==> src/rtl/score_counter.sv <==
// score_counter
//   Runner-game score keeper. Counts displayed frames while a run is in
//   progress and converts every UNIT_DISTANCE counted frames into one BCD
//   score point, saturating at 99. Optionally tracks a high score.
//
//   Parameters
//     UNIT_DISTANCE  frame ticks per score point, 1..255 (default 30)
//
//   Ports
//     Clk          system clock, rising edge
//     Reset_n      asynchronous active-low reset
//     playing      1 while a run is in progress
//     frame_tick   one-cycle pulse per displayed frame
//     score_tens   BCD tens of current score
//     score_ones   BCD ones of current score
//     hi_tens      BCD tens of high score (0 when high score disabled)
//     hi_ones      BCD ones of high score (0 when high score disabled)
//     new_record   one-cycle pulse when the high score is replaced
//     state_o      FSM state for debug (IDLE=0, RUN=1, OVER=2)
//
//   Build option
//     SCORE_HISCORE_EN  define to build the high-score registers/comparator
//
//   state | meaning
//   IDLE  | after reset, waiting for the first run
//   RUN   | run in progress, frames are counted into the score
//   OVER  | run ended, score frozen until the next run starts
module score_counter #(
  parameter int UNIT_DISTANCE = 30
) (
  input  logic       Clk,
  input  logic       Reset_n,
  input  logic       playing,
  input  logic       frame_tick,
  output logic [3:0] score_tens,
  output logic [3:0] score_ones,
  output logic [3:0] hi_tens,
  output logic [3:0] hi_ones,
  output logic       new_record,
  output logic [1:0] state_o
);

  typedef enum logic [1:0] {
    IDLE = 2'd0,
    RUN  = 2'd1,
    OVER = 2'd2
  } state_t;

  localparam logic [7:0] SUB_LAST = 8'(UNIT_DISTANCE - 1);

  state_t     state;
  logic [7:0] sub_cnt;

  assign state_o = state;

  always_ff @(posedge Clk or negedge Reset_n) begin
    if (!Reset_n) begin
      state      <= IDLE;
      sub_cnt    <= 8'd0;
      score_tens <= 4'd0;
      score_ones <= 4'd0;
    end else begin
      case (state)
        IDLE, OVER: begin
          if (playing) begin
            state      <= RUN;
            sub_cnt    <= 8'd0;
            score_tens <= 4'd0;
            score_ones <= 4'd0;
          end
        end
        RUN: begin
          // A tick arriving in the same cycle playing drops is discarded.
          if (!playing) begin
            state <= OVER;
          end else if (frame_tick) begin
            if (sub_cnt == SUB_LAST) begin
              sub_cnt <= 8'd0;
              if (score_ones != 4'd9) begin
                score_ones <= score_ones + 4'd1;
              end else if (score_tens != 4'd9) begin
                score_ones <= 4'd0;
                score_tens <= score_tens + 4'd1;
              end
              // 99 holds: neither digit changes.
            end else begin
              sub_cnt <= sub_cnt + 8'd1;
            end
          end
        end
        default: state <= IDLE;
      endcase
    end
  end

`ifdef SCORE_HISCORE_EN
  // The RUN->OVER edge is the only place a score becomes final. Packed BCD
  // digits compare correctly as a plain 8-bit magnitude (tens above ones).
  always_ff @(posedge Clk or negedge Reset_n) begin
    if (!Reset_n) begin
      hi_tens    <= 4'd0;
      hi_ones    <= 4'd0;
      new_record <= 1'b0;
    end else begin
      new_record <= 1'b0;
      if (state == RUN && !playing &&
          {score_tens, score_ones} > {hi_tens, hi_ones}) begin
        hi_tens    <= score_tens;
        hi_ones    <= score_ones;
        new_record <= 1'b1;
      end
    end
  end
`else
  assign hi_tens    = 4'd0;
  assign hi_ones    = 4'd0;
  assign new_record = 1'b0;
`endif

endmodule

==> config.mk <==
export PLATFORM = sky130hd
export DESIGN_NAME = score_counter
export DESIGN_NICKNAME = d
export VERILOG_FILES = /design/src/rtl/score_counter.sv
export SDC_FILE = /design/constraint.sdc
export NUM_CORES = 1
export LEC_CHECK = 0
export BUFFER_PORTS_ARGS = -buffer_cell sky130_fd_sc_hd__buf_2
export CORE_MARGIN = 1.5
export CORE_UTILIZATION = 35
export DETAILED_ROUTE_END_ITERATION = 10
export PLACE_DENSITY_LB_ADDON = 0.05
export SLEW_MARGIN = 30
export SYNTH_ARGS = -nofsm -noshare
export SYNTH_HDL_FRONTEND = slang
export SYNTH_SLANG_ARGS = --single-unit
==> constraint.sdc <==
create_clock -name Clk -period 2 [get_ports Clk]
set_clock_uncertainty 0.15 [all_clocks]
set_input_delay 0.3 -clock Clk [delete_from_list [all_inputs] [get_ports Clk]]
set_output_delay 0.3 -clock Clk [all_outputs]
set_load 0.05 [all_outputs]
==> flow_summary_export.csv, run 1 <==
group,metric,value,unit
status,run_status,"finished, final reports clean",
synth,postSynth.topFlopCell,"sky130_fd_sc_hd__dfrtp_1",
grt,antenna_found_initial,0,
grt,global_route.overflow_total,0,
critical_path,critPathRequiredTime,2.05,ns
timing,postLayoutSetupSlackWorst,0.0889,ns
route,number_of_violations_reported_at_the_end_of_detailed_routing_iteration_0,20,
clock_network,insertion_delay,0.30,ns
synth,yosys.area_share.xor_xnor,2.15,%
final_layout,flow.area_growth_from_synthesis,12.0,%
route,finalWirelength,2370,µm
final_layout,post_route_cells_drive_above_1_share,26.6,%
placement,dp_hpwl,1770,µm
synth,synth-edff-count,0,
synth,largest_family_of_logic_cells_by_synthesized_area,"compound AO/OA/AOI/OAI gates",
timing,hold_violations,0,
synth,portion_of_the_post_synthesis_area_used_by_sequential_elements,36.9,%
final_layout,final_nets,150,
route,route.antenna.remaining_nets,0,
synth,synthCells,121,
final_layout,diodes,0,
synth,synth_top_area_cell,"sky130_fd_sc_hd__dfrtp_1",
floorplanning,io-pin-count,23,
grt,grt_pass1_wl,3710,µm
grt,track_usage,13.2,%
floorplanning,fp-row-count,21,
floorplanning,floorplan.die_area,0.00385,mm²
route,route.vias.total,924,
timing,period_minus_slack,1.91,ns
synth,synth_area_per_cell,10.1,µm²
synth,synth_adder_area_share,6.15,%
synth,ys.warnings.count,0,
floorplanning,dieHeight,62.1,µm
critical_path,worst_setup_path_start_kind,"register",
synth,synth.area.top_cells,"sky130_fd_sc_hd__dfrtp_1, sky130_fd_sc_hd__ha_1, sky130_fd_sc_hd__buf_4",
timing,grt_setup_unrepaired,"false",
route,remaining_drcs,0,
route,first_pass_iters,3,
grt,first_global_vias,832,
synth,fraction_of_registers_with_async_set_or_reset_after_synthesis,100,%
critical_path,timing.setup.critical_path_class,"reg -> reg",
timing,setup_viol,0,
synth,post_synth_instance_area,0.00122,mm²
synth,synth_cell_type_count,45,
floorplanning,floorplan.core_area,0.00334,mm²
synth,most_frequent_cells_after_synthesis,"sky130_fd_sc_hd__dfrtp_1, sky130_fd_sc_hd__buf_4, sky130_fd_sc_hd__nor2_1, sky130_fd_sc_hd__nand3_1",
synth,synth_compound_gate_area_share,19.8,%
floorplanning,die_w,62.1,µm
critical_path,crit_fanout,6,
placement,port-buffer-count,13,
clock_network,cts_htree_levels,1,
synth,synthMostInstantiatedCell,"sky130_fd_sc_hd__dfrtp_1",
clock_network,cts_inserted_buffers,3,
grt,pin_count_of_the_biggest_net_entering_global_routing,19,
clock_network,clock_tree.buffer_depth,2,
pwr,leakage_power_of_the_design,0.619,nW
final_layout,stdcell_area,0.00137,mm²
placement,dpl_cell_area,0.00131,mm²
pwr,post-layout-total-power,0.00137,W
timing,final_clock_period_utilization_by_the_worst_path,95.6,%
route,detail_route.wl_per_cell,12.8,µm
clock_network,cts.repair_timing.setup_buffer_count,0,
hold_path,holdCritPathClass,"in -> reg",
job,drv_cap,0,
clock_network,clock_tree_from_tritoncts,"done",
timing,fin_setup_tns,0,ns
timing,final_max_slew_viol_count,0,
clock_network,clkTransAtPathRegs,0.11,ns
clock_network,tritoncts_num_sinks,18,
floorplanning,initial_core_util,36.6,%
final_layout,final_util,41.0,%
pwr,peakVddDrop,345,µV
critical_path,worstSetupEndpointType,"register",
placement,finalWeightedCongestion,0.748,
critical_path,cp.arrival,1.96,ns
synth,seq_cells_post_synth,18,
timing,maximum_clock_frequency,0.523,GHz
placement,worst_slack_at_placement,0.0964,ns
pwr,power_density,1000,mW/mm²
synth,synthSimpleGateAreaFrac,19.4,%
clock_network,clock-root-buffer,"sky130_fd_sc_hd__clkbuf_4",
route,drt-vias-per-instance,4.99,
synth,synthMuxAreaShare,4.41,%
synth,synth_top_area_share,36.9,%
==> layout by cell type (no fill, tap or decap), types with 2 or more instances in the layout <==
cell type and n:
sky130_fd_sc_hd__dfrtp_1 14, sky130_fd_sc_hd__buf_2 13, sky130_fd_sc_hd__conb_1 9, sky130_fd_sc_hd__nor2_1 8, sky130_fd_sc_hd__nand3_1 7, sky130_fd_sc_hd__a21oi_1 6, sky130_fd_sc_hd__ha_1 6, sky130_fd_sc_hd__buf_4 6
sky130_fd_sc_hd__inv_1 5, sky130_fd_sc_hd__nand2_1 5, sky130_fd_sc_hd__dfrtp_2 4, sky130_fd_sc_hd__nor3b_1 3, sky130_fd_sc_hd__or3_1 3, sky130_fd_sc_hd__o31ai_1 3, sky130_fd_sc_hd__or4_1 3, sky130_fd_sc_hd__o211ai_1 3
sky130_fd_sc_hd__xor2_1 3, sky130_fd_sc_hd__clkbuf_4 3, sky130_fd_sc_hd__o21ai_2 2, sky130_fd_sc_hd__and3_1 2, sky130_fd_sc_hd__mux2i_1 2, sky130_fd_sc_hd__o221ai_1 2, sky130_fd_sc_hd__mux2_1 2
==> layout make-up <==
cell class,instances,area (µm²)
multi-input cells,91,676
inverters,6,22.5
clock buffers,4,36.3
well taps,46,57.6
flip-flops and latches,18,455
fillers,357,1970
repair buffers,20,120
==> repair_timing <==
item / CTS / global route
endpoints found under the hold margin: 18 / 0
hold buffers: 1 / 0
endpoints found under the setup margin: 0 / 1
resized for setup: 0 / 1
==> flip-flops by register name (all words and copies together), names as in the netlist <==
signal,cells
sub_cnt,8
state_o,2
score_tens,4
score_ones,4
==> report_power, final <==
part | leakage (nW) | internal (W) | total, W | switching (W)
logic | 0.366 | 0.000178 | 0.000598 | 0.000420
clock network | 0.0210 | 0.000111 | 0.000237 | 0.000126
registers | 0.231 | 0.000438 | 0.000539 | 0.000101
total | 0.619 | 0.000727 | 0.00137 | 0.000646
==> layer usage <==
layer  part of all wire [%]  track usage, %  up-vias
met5                      0               0        -
met4                   0.51            2.74        0
met3                    2.0            4.35        2
met2                     51            23.4        7
met1                     46            15.6      452
li1                       -               -      463
==> critical path, cell delays in order, from the launching register on <==
cell and delay [ns]:
sky130_fd_sc_hd__dfrtp_2 0.46, sky130_fd_sc_hd__ha_1 0.21, sky130_fd_sc_hd__and3b_1 0.22, sky130_fd_sc_hd__o41ai_4 0.32, sky130_fd_sc_hd__o21ai_2 0.13, sky130_fd_sc_hd__mux2_1 0.32
==> cells by family after synthesis <==
group / count (synthesis)
fa+ha+maj: 6
xor+xnor: 3
other cells: 1
mux: 5
compound gates: 29
buf+inv: 20
simple gates: 39
flops: 18
==> final timing paths <==
| kind | cells past startpoint | start | end | slack, ns |
|---|---|---|---|---|
| worst max-delay path | 5 | score_tens[0] | score_tens[0] | 0.09 |
| worst min-delay path | 2 | playing | state_o[1] | 0.12 |
| worst max register to register | 5 | score_tens[0] | score_tens[0] | 0.09 |
| worst min register to register | 1 | score_ones[0] | score_ones[0] | 0.38 |
| max in group asynchronous | 2 | Reset_n | score_ones[0] | 1.06 |
| min in group asynchronous | 2 | Reset_n | score_ones[3] | 0.32 |
==> stage by stage <==
| stage | cells | hold slack, ns |
|---|---|---|
| 6_report | 185 | 0.119 |
| 5_1_grt | 185 | 0.130 |
| 4_1_cts | 185 | 0.108 |
| 3_5_place_dp | 180 | 0.116 |
| 3_3_place_gp | 180 | 0.118 |
| 2_1_floorplan | 129 | -0.146 |
(Power assumes the default switching activity.)
==> run 2, diff against run 1 <==
--- a/config.mk
+++ b/config.mk
@@ -5,10 +5,11 @@
 export SDC_FILE = /design/constraint.sdc
 export NUM_CORES = 1
 export LEC_CHECK = 0
-export BUFFER_PORTS_ARGS = -buffer_cell sky130_fd_sc_hd__buf_2
 export CORE_MARGIN = 1.5
 export CORE_UTILIZATION = 35
 export DETAILED_ROUTE_END_ITERATION = 10
+export DONT_BUFFER_PORTS = 1
+export GPL_TIMING_DRIVEN = 0
 export PLACE_DENSITY_LB_ADDON = 0.05
 export SLEW_MARGIN = 30
 export SYNTH_ARGS = -nofsm -noshare
==> flow_summary_export.csv, run 2 (same netlist as run 1, synthesis figures left out) <==
group,metric,value,unit
route,number_of_violations_reported_at_the_end_of_detailed_routing_iteration_0,49,
hold_path,holdCritPathClass,"in -> reg",
route,finalWirelength,2490,µm
placement,finalWeightedCongestion,0.774,
critical_path,worstPathCellList,"inv_2, ha_4, nand2_1, o41ai_4, o21ai_2, mux2_4",
timing,maxSlewHeadroom,57.9,%
critical_path,origin_of_the_critical_flop_to_flop_path,"score_ones[1]",
clock_network,cts_htree_levels,1,
pwr,power_density,951,mW/mm²
pwr,peakVddDrop,314,µV
hold_path,timing.hold.worst_path_depth,2,
floorplanning,dieHeight,62.1,µm
hold_path,origin_of_the_worst_min_delay_path,"playing",
final_layout,post_route_cells_drive_above_1_share,37.0,%
critical_path,critical_path.max_stage_delay,0.55,ns
critical_path,cp_top_family,"flip-flops",
placement,dpl_cell_area,0.00131,mm²
final_layout,regMostFlops,"sub_cnt",
job,drv_cap,0,
timing,period_minus_slack,2.00,ns
floorplanning,die_w,62.1,µm
critical_path,ff2ff_path_depth,6,
final_layout,flow.area_growth_from_synthesis,20.2,%
placement,port-buffer-count,0,
status,run_status,"finished, final reports clean",
critical_path,worstSetupEndpointType,"register",
route,route.vias.total,938,
critical_path,worst_setup_path_start_kind,"register",
critical_path,logic_depth_of_the_worst_path_buffers_included,6,
critical_path,timing.setup.critical_path_class,"reg -> reg",
final_layout,stdcell_area,0.00147,mm²
placement,dp_hpwl,1770,µm
final_layout,largest_registers,"sub_cnt x8, score_ones x4, score_tens x4",
grt,global_route.overflow_total,0,
grt,pin_count_of_the_biggest_net_entering_global_routing,19,
grt,track_usage,14.0,%
clock_network,clock-root-buffer,"sky130_fd_sc_hd__clkbuf_4",
critical_path,crit_buf_inv,1,
timing,setup_viol,0,
clock_network,clock_tree_from_tritoncts,"done",
timing,grt_setup_unrepaired,"true",
critical_path,crit_fanout,4,
timing,timing_worst_slew_pin_value,0.632,ns
critical_path,critPathRequiredTime,2.05,ns
final_layout,layout.cells.most_common,"sky130_fd_sc_hd__buf_4",
critical_path,worst_path_max_delay_cell,"sky130_fd_sc_hd__dfrtp_2",
timing,maximum_clock_frequency,0.500,GHz
route,route.antenna.remaining_nets,0,
clock_network,clkTransAtPathRegs,0.11,ns
final_layout,diodes,0,
grt,grt_pass1_wl,3880,µm
floorplanning,initial_core_util,36.6,%
final_layout,final_nets,149,
final_layout,largest_register_ffs,8,
route,detail_route.wl_per_cell,13.5,µm
floorplanning,floorplan.die_area,0.00385,mm²
floorplanning,io-pin-count,23,
placement,worst_slack_at_placement,-0.103,ns
floorplanning,floorplan.core_area,0.00334,mm²
critical_path,critical_path.startpoint,"score_ones[1]",
route,drt-vias-per-instance,5.10,
clock_network,insertion_delay,0.30,ns
timing,postLayoutSetupSlackWorst,0.000409,ns
timing,final_clock_period_utilization_by_the_worst_path,100,%
floorplanning,fp-row-count,21,
final_layout,most_frequent_cells_in_the_layout,"sky130_fd_sc_hd__buf_4, sky130_fd_sc_hd__dfrtp_1, sky130_fd_sc_hd__conb_1, sky130_fd_sc_hd__dfrtp_2",
pwr,leakage_power_of_the_design,0.630,nW
critical_path,cp.arrival,2.05,ns
clock_network,clock_tree.buffer_depth,2,
clock_network,tritoncts_num_sinks,18,
grt,antenna_found_initial,0,
grt,first_global_vias,867,
route,first_pass_iters,4,
timing,hold_violations,0,
route,remaining_drcs,0,
clock_network,cts_inserted_buffers,3,
timing,final_max_slew_viol_count,0,
## run 2: repair_timing
action / in CTS / in global routing
endpoints found under the setup margin: 13 / 10
hold endpoints to repair: 18 / 18
pin swaps: 1 / 3
buffers inserted: 1 / 2
hold buffers: 1 / 1
resized for setup: 15 / 5
## run 2: worst paths after layout
| path | endpoint | slack (ns) |
|---|---|---|
| max reg2reg | score_tens[0] | 0.0004 |
| min reg2reg | sub_cnt[3] | 0.42 |
| max | score_tens[0] | 0.0004 |
| min in group asynchronous | score_ones[3] | 0.31 |
| min | state_o[1] | 0.03 |
| max in group asynchronous | state_o[1] | 1.07 |
## run 2: layout make-up
cell class              instances  area (µm²)
fillers                       337        1870
plain buffers                  14         118
well taps                      46        57.6
flip-flops and latches         18         460
clock buffers                   4        36.3
repair buffers                  5        50.0
multi-input cells              91         723
inverters                       6        22.5
## run 2: per-layer routing
| metal | global-route usage [%] | wire length (µm) | vias to the layer above |
|---|---|---|---|
| met5 | 0 | 0 | - |
| met4 | 7.90 | 49 | 0 |
| met3 | 2.90 | 57 | 5 |
| met2 | 22.8 | 1270 | 12 |
| met1 | 17.1 | 1110 | 454 |
| li1 | - | - | 467 |
## run 2: report_power, final
part / internal [W] / switching (W)
Sequential: 0.000438 / 0.000348
Clock: 0.000111 / 0.000127
Combinational: 0.000180 / 0.000192
Total: 0.000730 / 0.000666
## run 2: per-stage QoR
step	utilization [%]	total power, W	hold slack [ns]	setup TNS [ns]	instances
CTS	42.2	0.00137	0.0162	0	181
detailed placement	39.4	0.00108	-0.145	-0.635	175
global route	44.0	0.00148	0.0212	-0.303	184
floorplan	-	0.00101	-0.146	0	129
finish	44.0	0.00140	0.0258	0	184
global placement	39.4	0.00107	-0.145	-0.396	175
